## src/rtl/arb_pkg.sv

```systemverilog
// Shared definitions for the round-robin grant arbiter.
//   arb_state_t   : arbiter FSM state (IDLE, GRANT)
//   DEF_N_REQ     : default number of requesters
//   DEF_MAX_HOLD  : default maximum consecutive grant cycles under contention
package arb_pkg;

    typedef enum logic {
        IDLE  = 1'b0,
        GRANT = 1'b1
    } arb_state_t;

    localparam int DEF_N_REQ    = 4;
    localparam int DEF_MAX_HOLD = 8;

endpackage

```

## src/rtl/rr_pick.sv

```systemverilog
// Combinational round-robin picker.
// Searches upward from ptr (wrapping) for the first requester in req that is
// not masked by excl.
//   req   : request vector
//   ptr   : index where the search starts
//   excl  : requesters to skip (the current holder when rotating)
//   win   : one-hot winner, zero when nothing qualifies
//   found : 1 when win is non-zero
module rr_pick
    import arb_pkg::*;
#(
    parameter int N_REQ = DEF_N_REQ,
    localparam int IW   = (N_REQ > 1) ? $clog2(N_REQ) : 1
) (
    input  logic [N_REQ-1:0] req,
    input  logic [IW-1:0]    ptr,
    input  logic [N_REQ-1:0] excl,
    output logic [N_REQ-1:0] win,
    output logic             found
);

    logic [N_REQ-1:0] req_m;
    logic [IW-1:0]    idx;

    assign req_m = req & ~excl;

    always_comb begin
        win   = '0;
        found = 1'b0;
        idx   = '0;
        for (int i = 0; i < N_REQ; i++) begin
            idx = IW'((int'(ptr) + i) % N_REQ);
            if (!found && req_m[idx]) begin
                win[idx] = 1'b1;
                found    = 1'b1;
            end
        end
    end

endmodule

```

## src/rtl/rr_grant_arbiter.sv

```systemverilog
// Round-robin grant arbiter with a bounded hold time.
// A requester keeps its grant while it requests; once it has held for
// MAX_HOLD cycles and someone else is waiting, the grant is rotated away.
//   clk    : clock, all state updates on its rising edge
//   rst    : asynchronous active-high reset
//   req    : request vector, one bit per requester
//   gnt    : registered one-hot (or zero) grant vector
//   gnt_id : registered index of the granted requester, 0 when idle
//   busy   : registered, 1 while any grant is active
//
// state | meaning
// ------+---------------------------------------------
// IDLE  | no grant, gnt == 0
// GRANT | one requester holds the grant, gnt one-hot
module rr_grant_arbiter
    import arb_pkg::*;
#(
    parameter int N_REQ    = DEF_N_REQ,
    parameter int MAX_HOLD = DEF_MAX_HOLD,
    localparam int IW      = (N_REQ > 1) ? $clog2(N_REQ) : 1,
    localparam int HW      = (MAX_HOLD > 1) ? $clog2(MAX_HOLD) : 1
) (
    input  logic             clk,
    input  logic             rst,
    input  logic [N_REQ-1:0] req,
    output logic [N_REQ-1:0] gnt,
    output logic [IW-1:0]    gnt_id,
    output logic             busy
);

    localparam logic [HW-1:0] HOLD_LAST = HW'(MAX_HOLD - 1);

    arb_state_t       state;
    logic [IW-1:0]    ptr;
    logic [HW-1:0]    hold_cnt;

    logic [N_REQ-1:0] excl;
    logic [N_REQ-1:0] win;
    logic             found;
    logic             holder_req;
    logic [IW-1:0]    win_id;

    function automatic logic [IW-1:0] inc_wrap(input logic [IW-1:0] i);
        return (int'(i) == N_REQ - 1) ? '0 : i + 1'b1;
    endfunction

    // The holder is masked out so that "found" in GRANT means some other
    // requester is pending. ptr already points just past the holder.
    assign excl       = (state == GRANT) ? gnt : '0;
    assign holder_req = |(req & gnt);

    rr_pick #(.N_REQ(N_REQ)) u_pick (
        .req   (req),
        .ptr   (ptr),
        .excl  (excl),
        .win   (win),
        .found (found)
    );

    always_comb begin
        win_id = '0;
        for (int i = 0; i < N_REQ; i++) begin
            if (win[i]) win_id = IW'(i);
        end
    end

    always_ff @(posedge clk or posedge rst) begin
        if (rst) begin
            state    <= IDLE;
            gnt      <= '0;
            gnt_id   <= '0;
            busy     <= 1'b0;
            ptr      <= '0;
            hold_cnt <= '0;
        end else begin
            case (state)
                IDLE: begin
                    if (found) begin
                        state    <= GRANT;
                        gnt      <= win;
                        gnt_id   <= win_id;
                        busy     <= 1'b1;
                        ptr      <= inc_wrap(win_id);
                        hold_cnt <= '0;
                    end
                end
                GRANT: begin
                    if (found && (!holder_req || hold_cnt == HOLD_LAST)) begin
                        // hand over directly, no idle cycle in between
                        gnt      <= win;
                        gnt_id   <= win_id;
                        ptr      <= inc_wrap(win_id);
                        hold_cnt <= '0;
                    end else if (!holder_req) begin
                        state    <= IDLE;
                        gnt      <= '0;
                        gnt_id   <= '0;
                        busy     <= 1'b0;
                        ptr      <= inc_wrap(gnt_id);
                        hold_cnt <= '0;
                    end else if (hold_cnt == HOLD_LAST) begin
                        // sole requester: keep the grant, restart the window
                        hold_cnt <= '0;
                    end else begin
                        hold_cnt <= hold_cnt + 1'b1;
                    end
                end
                default: begin
                    state <= IDLE;
                    gnt   <= '0;
                    busy  <= 1'b0;
                end
            endcase
        end
    end

endmodule

```

## config.mk

```make
export PLATFORM = sky130hd
export DESIGN_NAME = rr_grant_arbiter
export DESIGN_NICKNAME = d
export VERILOG_FILES = /design/src/rtl/arb_pkg.sv /design/src/rtl/rr_pick.sv /design/src/rtl/rr_grant_arbiter.sv
export SDC_FILE = /design/constraint.sdc
export NUM_CORES = 1
export LEC_CHECK = 0
export BUFFER_PORTS_ARGS = -buffer_cell sky130_fd_sc_hd__buf_2
export CAP_MARGIN = 30
export CORE_MARGIN = 10
export CORE_UTILIZATION = 50
export DETAILED_ROUTE_END_ITERATION = 10
export GPL_ROUTABILITY_DRIVEN = 0
export GPL_TIMING_DRIVEN = 0
export PLACE_DENSITY = 0.7
export SLEW_MARGIN = 20
export SYNTH_ARGS = -nofsm -noshare
export SYNTH_HDL_FRONTEND = slang
export SYNTH_SLANG_ARGS = --single-unit
```

## constraint.sdc

```tcl
create_clock -name clk -period 5 [get_ports clk]
set_input_delay 0.75 -clock clk [delete_from_list [all_inputs] [get_ports clk]]
set_output_delay 0.75 -clock clk [all_outputs]
set_load 0.02 [all_outputs]
```

# [After elaboration in Yosys (flattened, before gate mapping)]
# Cells that the tools add are included.
[word_totals] latch_bits=0 regBits=13 romBits=0 mem_bits_rw=0 n_memories=0
[op_classes] n_reduce_logical=16 mux=55 multipliers=0 n_eq_ne=7 n_lt_le_gt_ge=8 n_shift=0 addsub=6 div=0 bitwise_logic=7
[ops] operator="4-bit two-way mux" count=8
[ops] operator="2-bit two-way mux" count=10
[ops] operator="1-bit two-way mux" count=19
[ops] operator="2-bit by 3-bit less-than comparator with 1-bit output, second input constant" count=4
[ops] operator="3-bit two-way mux" count=4
[ops] operator="4-bit bitwise OR" count=3
[ops] operator="4-bit AND" count=2
[ops] operator="1-bit binary-select mux with 2-bit select" count=4
[ops] operator="1-bit demux with 2-bit select" count=4
[ops] operator="2-bit by 1-bit >= comparator with 1-bit output, second input constant" count=4
[ops] operator="1-bit logical AND" count=8
[ops] operator="2-bit case mux with 2 select lines" count=2
[ops] operator="4-bit case mux with 2 select lines" count=1
[ops] operator="2-bit by 1-bit adder with 2-bit output, second input constant" count=3
[ops] operator="2-bit != test, second input constant" count=3
[ops] operator="3-bit case mux with 2 select lines" count=1
[ops] operator="2-bit adder, second input constant" count=2
[ops] operator="2-bit by 1-bit == test with 1-bit output, second input constant" count=2
[ops] operator="1-bit logical NOT" count=4
[ops] operator="4-bit NOT" count=1
[ops] operator="1-bit case mux with 2 select lines" count=2
[ops] operator="4-bit OR reduction" count=1
[ops] operator="3-bit by 1-bit adder with 3-bit output, second input constant" count=1
[ops] operator="3-bit == test, second input constant" count=1
[ops] operator="5 further kinds" count=5

# [Depth between registers and ports, before layout]
# Gate-level depths: netlist of the first run.
[logic_depth] depth_word=22 depth_mapped=10 mapped_depth_nobuf=9

# [Hierarchy]
# A second synthesis of the first run with hierarchy kept.
[hier_totals] cells_unflattened=105 hier_area_um2=1107.3
[modules_own_cells] mod="rr_grant_arbiter" cells_per_inst=58 area_per_inst_um2=675.6 seq_area_each_um2=325.3 n_inst=1
[modules_own_cells] mod="rr_pick" cells_per_inst=47 area_per_inst_um2=431.7 seq_area_each_um2=0.0 n_inst=1

# [Worst setup path after synthesis of the first run]
# Ideal clock, no wire load.
[synth_timing] kind="register to register" start="register ptr[0]" end="register gnt_id[0]" setup_slack_ns=2.561 n_path_buf=1 setup_time_ns=0.126 stages_incl_launch_ff=10 arrival_ns=2.313 required_ns=4.874 synth_period_minus_slack_ns=2.439 path_cell_list="dfrtp_1 -> buf_6 -> inv_1 -> ha_1 -> inv_1 -> a211oi_1 -> a211oi_2 -> a221oi_1 -> nor2_1 -> a221o_1"
[synth_between] elab_chain_len=17
[synth_rtl] item="start, declared" line_no="rr_grant_arbiter.sv:34" source="logic [IW-1:0] ptr;"
[synth_rtl] item="start signal, assigned" line_no="rr_grant_arbiter.sv:83" source="ptr <= inc_wrap(win_id);"
[synth_rtl] item="start signal, assigned" line_no="rr_grant_arbiter.sv:92" source="ptr <= inc_wrap(win_id);"
[synth_rtl] item="start signal, assigned" line_no="rr_grant_arbiter.sv:99" source="ptr <= inc_wrap(gnt_id);"
[synth_rtl] item="parallel branches: the longest is 17 deep, another holds 2-bit by 3-bit less-than comparator with 1-bit output"
[synth_rtl] item="end signal, assigned" line_no="rr_grant_arbiter.sv:81" source="gnt_id <= win_id;"
[synth_rtl] item="end signal, assigned" line_no="rr_grant_arbiter.sv:91" source="gnt_id <= win_id;"
[synth_rtl] item="end, declared" line_no="rr_grant_arbiter.sv:27" source="output logic [IW-1:0] gnt_id,"
# Parallel ways; which one is timed is not known. The select of a mux whose other input is x is not followed.
# A chain may end at the register's enable or synchronous reset.

# [Worst setup path after layout of the first run]
# Ends and elaborated chain as after synthesis.

==> results of run 1 <==
where the power goes:
group / switching (mW) / total [mW] / internal (mW)
logic: 0.356 / 0.623 / 0.267
registers: 0.0461 / 0.196 / 0.150
clock network: 0.0357 / 0.0667 / 0.0310
layout by cell type, fill, tap and decap left out, types with 4 or more instances in the layout:
master and count:
nand3b_1 5, a21oi_1 7, ha_1 11, o21ai_0 13
mux2i_1 9, nand2_1 8, a221oi_1 4, inv_1 9
nor2_1 5, dfrtp_1 13, buf_2 12
per-layer routing:
metal	track usage, %	vias up
li1	-	465
met1	14.4	451
met2	19.9	27
met3	2.98	7
met4	5.38	0
met5	0	-
final timing paths:
check,from,to
worst min register to register,gnt_id[1],gnt_id[1]
worst max-delay path,ptr[0],gnt_id[0]
worst min-delay path,rst,gnt_id[1]
worst max register to register,ptr[0],gnt_id[0]
min in group clk,gnt_id[1],gnt_id[1]
max in group asynchronous,rst,gnt_id[0]
cell type report:
type	instances	area, sq um
fill	197	926
multi-input combinational	92	719
sequential	13	325
timing repair buffer	12	60.1
buffer	4	43.8
tap	28	35.0
inverter	9	33.8
clock buffer	4	26.3
registers in the layout (all words and copies together), names as in the netlist:
signal and flops:
busy 1, gnt_id 2, gnt 4, hold_cnt 3, state 1, ptr 2
stage by stage:
stage / setup slack, ns / std cells / utilization (%) / total power [mW]
3_5_place_dp: 2.08 / 158 / 56.1 / 0.816
6_report: 2.00 / 162 / 57.3 / 0.886
5_1_grt: 1.76 / 162 / 57.3 / 0.978
2_1_floorplan: 2.56 / 118 / - / 0.678
4_1_cts: 2.05 / 162 / 57.3 / 0.887
3_3_place_gp: 2.13 / 158 / 56.1 / 0.796
worst max-delay path, cell delays in order, from the launching register on:
cell and delay, ns:
dfrtp_1 0.48, buf_6 0.20, inv_1 0.10, ha_1 0.37, inv_1 0.05, a211oi_1 0.49
a211oi_2 0.14, a221oi_1 0.62, nor2_1 0.14, a221o_1 0.29
cells in the mapped netlist:
cell      instances
nand3_1           1
a21o_2            2
a211oi_1          1
buf_6             2
nand2_1           8
dfrtp_1          13
a221o_1           1
nand2b_1          1
a21oi_1           7
inv_1             9
a21o_1            2
o22ai_1           2
mux2i_1           9
or3b_1            2
nor2_1            5
o21ai_0          13
nand3b_1          5
ha_1             11
and2_1            2
buf_4             1
nor2b_1           2
nor4_1            1
a22o_1            1
a211oi_2          3
clkbuf_8          1
a21oi_2           3
mux2_4            2
a221oi_2          1
a221oi_1          4
o211ai_1          1
mux2_2            2
logic make-up after synthesis:
| group | after synthesis | synth area share [%] |
|---|---|---|
| DFF | 13 | 29.0 |
| AOI/OAI and AO/OA | 41 | 26.1 |
| buffers and inverters | 13 | 6.91 |
| adders and majority gates | 11 | 12.3 |
| and+or+nand+nor | 27 | 13.0 |
| muxes | 13 | 12.7 |
==> results.md, run 1 <==
- Status: completed
- Final instance area: 1240 sq um
- Cell taking the most area after synthesis: dfrtp_1
- Chip Width: 67.4 um
- Period utilisation layout: about 60%
- Critical path launch point type: flop
- Cell Area, Placed: ~1200 sq um
- Fin nets: around 150
- Yosys top cell area share: slightly below 30%
- Synth area leaders: dfrtp_1 (29%), ha_1 (12%), mux2i_1 (8.0%)
- PwrDens: slightly above 700 nW/um^2
- Initial drt markers: 59
- Final Hold Fails: 0
- Layout cells sized above 1: 23.9%
- Antenna violations before repair: 0
- Drt drc: 0
- Final WL: roughly 2500 um
- Max-cap violations: 0
- Post-CTS Setup Bufs: 0
- Number of nets with antenna violations after routing: 0
- CP Class: flop to flop
- Clock sink total: 13
- Synth Register Bits: 13
- # port buffers: 12
- IR drop worst, VDD: between 300 and 400 uV
- FP Rows: 17
- Via density: about 6
- Cell variety after synth: 31
- Detailed Routing Iterations Pass 1: 4
- Worst-path maximum fanout: 10
- Post-Synthesis Cells: 118
- Met2 WL: between 1000 and 1500 um
- Max Buffers Root-to-Sink: 2
- WL per Instance: 15.1 um
- CTS buffer count: 3
- Vias: between 900 and 1000
- CP endpoint kind: flop
- Synthesis Warnings: 0
- CTS tree: done
- Core area: 2170 sq um
- Total track usage: 12.0%
- Mapped Nets: roughly 140
- Internal reg-to-reg setup slack: 2.00 ns
- CP arrival: 3.16 ns
- Leakage power: 0.605 nW
- # IOs: 13
- Root buf cell: clkbuf_4
- Setup TNS: 0 ns
- Synth-to-Final Area Change: 10.8%
- Worst-path clk slew: around 0.080 ns
- Die Y: approximately 67 um
- Max frequency: about 330 MHz
- Worst-margin pin slew: between 0.8 and 0.9 ns
- DR top layer: met4
- Min-Delay Path Class: input pin to asynchronous set/reset pin
- Met3 wire length: around 120 um
- Resized Gates After CTS: 0
- GR Overflow Total: 0
- Ant diodes: 0
- Die ar.: 4540 sq um
- Vias in the first global route: 952
- Hold slack final: a little under 0.5 ns
- Syn Std Cell Area: roughly 1100 sq um
- Post-CTS Hold Buffers: 0
- Pin count of the biggest net entering global routing: 14
- Later-pin clock latency in the skew report: approximately 0.28 ns
- Final Setup Violations: 0
- Post-synthesis sequential area ratio: between 20 and 30%
- Required time worst endpoint: 5.16 ns
- Clock skew: ~0.0073 ns
- Initial core utilization: 51.7%
- Cells on worst reg2reg path: 9
- Avg Cell Area, Syn: ~9.5 sq um
- Slew margin rel.: around 45%
- Max Slew Vio Count: 0
- HPWL after detailed placement: between 1500 and 2000 um
- CTS H-Tree Depth: 1
- Min Tclk post-route: 3.00 ns
- First-pass GRT wire length: about 4300 um
- M1 WL: between 1000 and 1500 um
- RSZ-0062 raised after global routing: no
No activity file was read; power rests on OpenSTA's default activity.
==> run 2, diff against run 1 <==
==> constraint.sdc (replaced) <==
create_clock -name clk -period 3 [get_ports clk]
set_input_delay 0.45 -clock clk [delete_from_list [all_inputs] [get_ports clk]]
set_output_delay 0.45 -clock clk [all_outputs]
set_load 0.02 [all_outputs]
==> run 2 against run 1 <==
- global-route usage stayed put
- die area stayed put
- maximum frequency is 7.2% higher
- hold slack worse by 0.30 ns
- sequential cell count stayed put
- register-to-register slack worse by 1.8 ns
- highest routed layer unchanged
==> results.md, run 2 (synthesis gave the netlist of run 1 again) <==
- Status: completed
- Vias in the first global route: 952 (unchanged)
- Final Hold Fails: 0 (unchanged)
- CP Class: flop to flop
- Fillers: 196 (-0.51%)
- Slew margin rel.: 43.6% (-1.9 points)
- Critical path launch point type: flop
- Worst-path clk slew: 0.08 ns (about the same)
- First-pass GRT wire length: 4310 um (unchanged)
- Drt drc: 0 (unchanged)
- Detailed Routing Iterations Pass 1: 4 (unchanged)
- Most flops, register: gnt
- Chip Width: 67.4 um (unchanged)
- Root buf cell: clkbuf_4
- CTS H-Tree Depth: 1 (unchanged)
- CTS tree: done
- Initial core utilization: 51.7% (unchanged)
- Min Tclk post-route: 2.80 ns (-0.202 ns)
- WL per Instance: 15.4 um (+1.5%)
- CP arrival: 2.96 ns (-0.20 ns)
- Later-pin clock latency in the skew report: 0.29 ns (about the same)
- Setup TNS: 0 ns (unchanged)
- CP startpoint: ptr[0]
- Worst-margin pin slew: 0.845 ns (+0.0278 ns)
- Die Y: 67.4 um (unchanged)
- Leakage power: 0.608 nW (+0.58%)
- Max Buffers Root-to-Sink: 2 (unchanged)
- Final Setup Violations: 0 (unchanged)
- WP buf/inv: 3 (unchanged)
- IR drop worst, VDD: 648 uV (+68%)
- Final WL: 2490 um (+1.5%)
- Max frequency: 357 MHz (+7.2%)
- Max-cap violations: 0 (unchanged)
- Fin nets: 152 (unchanged)
- Initial drt markers: 101 (+71%)
- Min-Delay Path Class: input pin to asynchronous set/reset pin
- Critical path's slowest cell: a221oi_1
- Period utilisation layout: 93.2% (+33 points)
- FP Rows: 17 (unchanged)
- Pin count of the biggest net entering global routing: 14 (unchanged)
- Core area: 2170 sq um (unchanged)
- Worst stage delay on the critical path: 0.52 ns (-0.10 ns)
- # IOs: 13 (unchanged)
- Die ar.: 4540 sq um (unchanged)
- HPWL after detailed placement: 1970 um (unchanged)
- Layout cells sized above 1: 25.4% (+1.5 points)
- Crit Reg-Reg Startpoint: ptr[0]
- Vias: 950 (unchanged)
- GR Overflow Total: 0 (unchanged)
- PwrDens: 1200 nW/um^2 (+68%)
- CP endpoint kind: flop
- Hold slack final: 0.184 ns (-0.301 ns)
- RSZ-0062 raised after global routing: no
- Number of nets with antenna violations after routing: 0 (unchanged)
- Antenna violations before repair: 0 (unchanged)
- Synth-to-Final Area Change: 11.8%
- Top flop regs: gnt (4), hold_cnt (3)
- Total track usage: 12.0% (unchanged)
- CTS buffer count: 3 (unchanged)
- Clock skew: 0.00804 ns (+0.000718 ns)
- Post-CTS Setup Bufs: 0 (unchanged)
- Via density: 5.86 (unchanged)
- Required time worst endpoint: 3.17 ns (-1.99 ns)
- Largest register FFs: 4 (unchanged)
- Ant diodes: 0 (unchanged)
- Family with the most delay on the worst path: compound AO/OA/AOI/OAI gates
- Worst-path maximum fanout: 10 (unchanged)
- Clock sink total: 13 (unchanged)
- Worst-path cell chain: buf_6 -> inv_1 -> ha_1 -> inv_1 -> a211oi_2 -> a211oi_2 -> a221oi_1 -> nor2b_1 -> a221o_1
- # port buffers: 12 (unchanged)
- Most frequent cells in the layout: o21ai_0 (13), dfrtp_1 (13), buf_2 (12)
- Resized Gates After CTS: 0 (unchanged)
- Max Slew Vio Count: 0 (unchanged)
- Post-CTS Hold Buffers: 0 (unchanged)
-- run 2: final cells by class --
class                      instances  area, sq um  share of cell area [%]
sequential                        13          325                    25.9
timing repair buffer              12         60.1                    4.79
multi-input combinational         92          731                    58.2
buffer                             4         43.8                    3.49
inverter                           9         33.8                    2.69
tap                               28         35.0                    2.79
clock buffer                       4         26.3                    2.09
-- run 2: metrics by stage --
stage                     std cells  area [sq um]  util, %  setup WS (ns)  power, mW
after detailed placement        158          1220     56.1         0.0846       1.36
after global placement          158          1220     56.1          0.131       1.33
after CTS                       162          1240     57.3         0.0451       1.48
final                           162          1250     57.8          0.203       1.50
after global routing            162          1250     57.8         0.0363       1.65
after floorplan                 118          1120        -          0.561       1.13
-- run 2: final timing paths --
kind	cells past startpoint	slack [ns]	endpoint
max	9	0.20	gnt_id[0]
max reg2reg	9	0.20	gnt_id[0]
min in group clk	1	0.51	gnt_id[1]
min reg2reg	1	0.51	gnt_id[1]
min	2	0.18	gnt_id[1]
max in group asynchronous	2	2.46	gnt_id[0]
-- run 2: per-layer routing --
metal	track usage, %	up-vias	routed length, um
li1	-	469	-
met1	14.4	453	1110
met2	19.9	21	1220
met3	2.98	7	105
met4	5.38	0	55
met5	0	-	0
-- run 2: where the power goes --
group / switching (mW) / internal, mW
combinational: 0.608 / 0.454
clock: 0.0599 / 0.0517
sequential: 0.0773 / 0.250
total: 0.746 / 0.756
-- run 2: worst register-to-register path, cell delays in order, from the launching register on --
cell,delay (ns)
dfrtp_1,0.48
buf_6,0.20
inv_1,0.10
ha_1,0.37
inv_1,0.08
a211oi_2,0.32
a211oi_2,0.13
a221oi_1,0.52
nor2b_1,0.14
a221o_1,0.35
